`src/rtl/pe_frame_sequencer.sv`:
```
// Frame sequencer for the background-removal PE: a sum pass then a removal pass over the frame buffer.
// Optional PE watchdog enabled by defining PE_TIMEOUT_EN.
module pe_frame_sequencer #(
    parameter int NUM_PIXELS = 25,
    parameter int ADDR_W     = 5,
    parameter int TIMEOUT    = 64
) (
    input  logic              Clk,
    input  logic              Reset,
    input  logic              Go,
    input  logic              Ack,
    output logic              Busy,
    output logic              Done,
    output logic              Err,
    output logic [3:0]        state,
    output logic              mem_rd_en,
    output logic [ADDR_W-1:0] mem_rd_addr,
    input  logic [23:0]       mem_rd_data,
    output logic              mem_wr_en,
    output logic [ADDR_W-1:0] mem_wr_addr,
    output logic [23:0]       mem_wr_data,
    output logic [7:0]        pe_red_in,
    output logic [7:0]        pe_green_in,
    output logic [7:0]        pe_blue_in,
    output logic              pe_start_sum,
    output logic              pe_start_bg,
    output logic              pe_ack,
    input  logic              pe_done,
    input  logic [7:0]        pe_red_out,
    input  logic [7:0]        pe_green_out,
    input  logic [7:0]        pe_blue_out
);

    typedef enum logic [3:0] {
        S_IDLE      = 4'd0,
        S_SUM_RD    = 4'd1,
        S_SUM_ISSUE = 4'd2,
        S_SUM_WAIT  = 4'd3,
        S_BG_RD     = 4'd4,
        S_BG_ISSUE  = 4'd5,
        S_BG_WAIT   = 4'd6,
        S_DONE      = 4'd7,
        S_ERR       = 4'd8
    } state_t;

    localparam logic [ADDR_W-1:0] LAST_IDX = ADDR_W'(NUM_PIXELS - 1);

    state_t            state_r;
    logic [ADDR_W-1:0] idx_r;

`ifdef PE_TIMEOUT_EN
    localparam int          CNT_W   = (TIMEOUT > 1) ? $clog2(TIMEOUT) : 1;
    localparam logic [CNT_W-1:0] CNT_MAX = CNT_W'(TIMEOUT - 1);
    logic [CNT_W-1:0] wait_cnt_r;
`else
    logic [31:0] unused_timeout_s;
    assign unused_timeout_s = 32'(TIMEOUT);
    assign Err = 1'b0;
`endif

    assign state = state_r;

    // Frame FSM: every output is a register updated here; pulses default low each cycle.
    always_ff @(posedge Clk) begin
        if (Reset) begin
            state_r      <= S_IDLE;
            idx_r        <= '0;
            Busy         <= 1'b0;
            Done         <= 1'b0;
            mem_rd_en    <= 1'b0;
            mem_rd_addr  <= '0;
            mem_wr_en    <= 1'b0;
            mem_wr_addr  <= '0;
            mem_wr_data  <= 24'h000000;
            pe_red_in    <= 8'h00;
            pe_green_in  <= 8'h00;
            pe_blue_in   <= 8'h00;
            pe_start_sum <= 1'b0;
            pe_start_bg  <= 1'b0;
            pe_ack       <= 1'b0;
`ifdef PE_TIMEOUT_EN
            Err          <= 1'b0;
            wait_cnt_r   <= '0;
`endif
        end else begin
            mem_rd_en    <= 1'b0;
            mem_wr_en    <= 1'b0;
            pe_start_sum <= 1'b0;
            pe_start_bg  <= 1'b0;
            pe_ack       <= 1'b0;

            case (state_r)
                S_IDLE: begin
                    if (Go) begin
                        state_r     <= S_SUM_RD;
                        idx_r       <= '0;
                        Busy        <= 1'b1;
                        mem_rd_en   <= 1'b1;
                        mem_rd_addr <= '0;
                    end else begin
                        state_r     <= S_IDLE;
                    end
                end

                // The start pulse is raised on leaving RD so that it coincides with the ISSUE cycle.
                S_SUM_RD, S_BG_RD: begin
                    state_r      <= (state_r == S_SUM_RD) ? S_SUM_ISSUE : S_BG_ISSUE;
                    pe_start_sum <= (state_r == S_SUM_RD);
                    pe_start_bg  <= (state_r == S_BG_RD);
                end

                S_SUM_ISSUE, S_BG_ISSUE: begin
                    pe_red_in   <= mem_rd_data[23:16];
                    pe_green_in <= mem_rd_data[15:8];
                    pe_blue_in  <= mem_rd_data[7:0];
                    state_r     <= (state_r == S_SUM_ISSUE) ? S_SUM_WAIT : S_BG_WAIT;
`ifdef PE_TIMEOUT_EN
                    wait_cnt_r  <= '0;
`endif
                end

                S_SUM_WAIT, S_BG_WAIT: begin
                    if (pe_done) begin
                        pe_ack <= 1'b1;
                        if (state_r == S_BG_WAIT) begin
                            mem_wr_en   <= 1'b1;
                            mem_wr_addr <= idx_r;
                            mem_wr_data <= {pe_red_out, pe_green_out, pe_blue_out};
                        end
                        // The ack cycle doubles as the next read cycle, so no bubble between pixels.
                        if (idx_r == LAST_IDX) begin
                            idx_r <= '0;
                            if (state_r == S_SUM_WAIT) begin
                                state_r     <= S_BG_RD;
                                mem_rd_en   <= 1'b1;
                                mem_rd_addr <= '0;
                            end else begin
                                state_r     <= S_DONE;
                                Busy        <= 1'b0;
                                Done        <= 1'b1;
                            end
                        end else begin
                            idx_r       <= idx_r + ADDR_W'(1);
                            state_r     <= (state_r == S_SUM_WAIT) ? S_SUM_RD : S_BG_RD;
                            mem_rd_en   <= 1'b1;
                            mem_rd_addr <= idx_r + ADDR_W'(1);
                        end
                    end
`ifdef PE_TIMEOUT_EN
                    else if (wait_cnt_r == CNT_MAX) begin
                        state_r <= S_ERR;
                        Err     <= 1'b1;
                        pe_ack  <= 1'b1;
                    end else begin
                        wait_cnt_r <= wait_cnt_r + CNT_W'(1);
                    end
`endif
                end

                S_DONE: begin
                    if (Ack) begin
                        state_r <= S_IDLE;
                        Done    <= 1'b0;
                    end else begin
                        state_r <= S_DONE;
                    end
                end

`ifdef PE_TIMEOUT_EN
                S_ERR: begin
                    if (Ack) begin
                        state_r <= S_IDLE;
                        Err     <= 1'b0;
                        Busy    <= 1'b0;
                    end else begin
                        state_r <= S_ERR;
                    end
                end
`endif

                default: begin
                    state_r <= S_IDLE;
                    idx_r   <= '0;
                    Busy    <= 1'b0;
                    Done    <= 1'b0;
                end
            endcase
        end
    end

endmodule
```
`config.mk`:
```
export PLATFORM = sky130hd
export DESIGN_NAME = pe_frame_sequencer
export DESIGN_NICKNAME = d
export VERILOG_FILES = /design/src/rtl/pe_frame_sequencer.sv
export SDC_FILE = /design/constraint.sdc
export NUM_CORES = 1
export LEC_CHECK = 0
export CAP_MARGIN = 20
export CORE_UTILIZATION = 30
export CTS_CLUSTER_SIZE = 20
export DETAILED_ROUTE_END_ITERATION = 7
export HOLD_SLACK_MARGIN = 0.15
export MAX_ROUTING_LAYER = met4
export PLACE_DENSITY = 0.66
export SKIP_CTS_REPAIR_TIMING = 1
export SLEW_MARGIN = 15
export SYNTH_ARGS = -nofsm -noshare
export SYNTH_HDL_FRONTEND = slang
export SYNTH_SLANG_ARGS = --single-unit
```
`constraint.sdc`:
```
create_clock -name Clk -period 2.6 [get_ports Clk]
set_input_delay 0.65 -clock Clk [delete_from_list [all_inputs] [get_ports Clk]]
set_output_delay 0.65 -clock Clk [all_outputs]
set_load 0.01 [all_outputs]
```
==> results.yml <==
status:
  status: "completed"
die:
  ios: 123
  rows: 35
  die_area_um2: 10000
  core-area_um2: 9280
  die_height_um: 100
  initial_core_util_pct: 31.0
  die_w_um: 100
worst_setup_path:
  worstPathMaxFanout: 20
  rr_startpoint: "idx_r[0]"
  worst_r2r_path_depth: 8
  critPathLaunchType: "flop"
  cpPeakStageDelay_ns: 0.75
  crit_chain: "clkdlybuf4s50_1"
  reg2reg_to: "mem_rd_addr[2]"
  critPathRequiredTime_ns: 1.95
  r2r_slack_ns: 0.40
  critPathArrivalTime_ns: 1.74
  worstSetupPathType: "reg2out"
  cp-end-kind: "output port"
  crit_family: "flip-flops"
  crit_buf_inv: 1
  cpMaxStageDelayCell: "dfxtp_1"
power_and_ir_drop:
  leakage_nw: 1.55
  powerDensity_nw_per_um2: 582
  peakVddDrop_v: 0.000274
  power_mw: 2.59
place:
  place.gp.congestion: 0.808
  io_buffers: 120
  dpl.cell_count: 563
  hpwl_um: 5230
  pre_cts_slack_ns: 0.193
clocking:
  numCtsBuffers: 9
  cts_sinks: 73
  max-clock-path-buffers: 2
  clkTransAtPathRegs_ns: 0.08
  cts_tree: "done"
  cts_htree_levels: 3
  clk_latency_ns: 0.34
  cts-root-buf: "clkbuf_8"
global_route:
  grt_pass1_vias: 2518
  grt_max_degree: 31
  antenna_found_initial: 0
  gr-total-overflow: 0
  grt_usage_pct: 15.7
  grt_pass1_wl_um: 11900
cells_and_area:
  fin_nets: 501
  drive_above_1_share_pct: 6.67
  stdcell_count: 579
  final_common_cell: "clkdlybuf4s50_1"
  mostFrequentLayoutCells: "clkdlybuf4s50_1, dfxtp_1, nand2_1"
  diodes: 0
  area_growth_pct: 54.6
timing:
  setup_viol: 0
  final.min_clock_period_ns: 2.39
  final.setup.tns_ns: 0
  hold_viol: 0
  rsz0062_at_grt: "no"
  hold_ws_ns: 0.457
  fmax_mhz: 418
  setup_slack_ns: 0.209
  skew_ns: 0.0110
  finalCritPeriodShare_pct: 91.9
  finalMaxSlewViolations: 0
  worst_slew_pin_slew_ns: 0.658
  slew_headroom_pct: 56.1
min_path:
  whs_path_depth: 2
  hold_class: "reg2reg"
  worstHoldStart: "mem_wr_data[3]"
  hold_end: "mem_wr_data[3]"
route:
  dr.pass1.iters: 4
  vias_per_cell: 4.61
  ant_nets: 0
  drt_iter0_drc: 123
  drc: 0
  dr_total_vias: 2670
  highest_layer: "met4"
  wl_per_cell_um: 12.9
  drt-total-wl_um: 7450
  wirelength_met1_um: 3390
  wl_met3_um: 659
  dr_wl_met2_um: 3290
synthesis:
  ys_warn_count: 0
  synth_seq_area_share_pct: 50.7
  yosysUniqueCellTypes: 42
  synth_edf_count: 0
  syn_inst: 329
  syn_avg_cell_area_um2: 8.76
  syn-cell-area_um2: 2880
  synthArstFlopShare_pct: 0
  synth_seq_cells: 73
  synthFlopType: "dfxtp_1"
flow_run:
  maxCapViolCount: 0
==> stage by stage <==
step	utilization (%)	area, um2
6_report	48.0	4450
5_1_grt	48.0	4450
4_1_cts	48.0	4450
3_5_place_dp	45.4	4210
3_3_place_gp	45.4	4210
2_1_floorplan	-	2890
==> worst max path at each step <==
| stage | cells after the start | slack (ns) | to | startpoint |
|---|---|---|---|---|
| 2_1_floorplan | 8 | 0.60 | mem_rd_addr[2] | state[0] |
| 3_3_place_gp | 5 | 0.23 | idx_r[0] | pe_done |
| 3_5_place_dp | 5 | 0.19 | idx_r[0] | pe_done |
| 4_1_cts | 1 | 0.21 | state[1] | state[1] |
| 5_1_grt | 1 | 0.13 | state[1] | state[1] |
| 6_report | 1 | 0.21 | state[1] | state[1] |
==> cells by family after synthesis <==
family / Yosys count / synth area share [%]
other: 1 / 0.130
buffers and inverters: 29 / 4.69
adders and majority gates: 3 / 1.30
and+or+nand+nor: 135 / 21.3
muxes: 25 / 8.86
DFF: 73 / 50.7
AOI/OAI and AO/OA: 60 / 12.1
xor gates and xnor gates: 3 / 0.912
==> cell type report <==
cell class / instances / area, um2
inverters: 4 / 15.0
fillers: 890 / 4830
flip-flops and latches: 73 / 1460
repair buffers: 129 / 1280
clock buffers: 11 / 141
clock inverters: 5 / 103
multi-input cells: 228 / 1300
well taps: 129 / 161
==> report_power, final <==
group	internal (mW)	switching [mW]	leakage, nW	total, mW
Sequential	1.15	0.0262	0.591	1.18
Combinational	0.192	0.142	0.843	0.334
Clock	0.663	0.417	0.120	1.08
Total	2.01	0.586	1.55	2.59
==> state kept, by name (all words and copies together) (netlist names), 3 cells and up <==
signal and cells:
mem_wr_addr 5, pe_green_in 8, state 3, mem_wr_data 24
pe_red_in 8, mem_rd_addr 5, pe_blue_in 8, idx_r 5
==> metal layers <==
layer	vias up	track usage (%)
li1	1337	-
met1	1218	18.4
met2	105	24.9
met3	10	4.94
met4	0	6.47
met5	-	-
==> synth_stat cells (2+ instances only) <==
cell type	instances	area share, %
a21oi_1	41	7.1
buf_2	3	0.52
nand2_1	66	8.6
nor2_1	29	3.8
xnor2_1	3	0.91
mux2i_1	24	8.3
ha_1	3	1.3
nor3b_1	2	0.52
dfxtp_1	73	51
and3_1	3	0.65
o21ai_0	5	0.87
buf_4	4	1.0
nor2b_1	5	1.1
nand2b_1	3	0.65
inv_1	4	0.52
o211ai_1	3	0.78
nand3_1	15	2.6
and4b_1	3	1.0
nor4b_1	2	0.61
clkbuf_1	16	2.1
(Power assumes the default switching activity.)
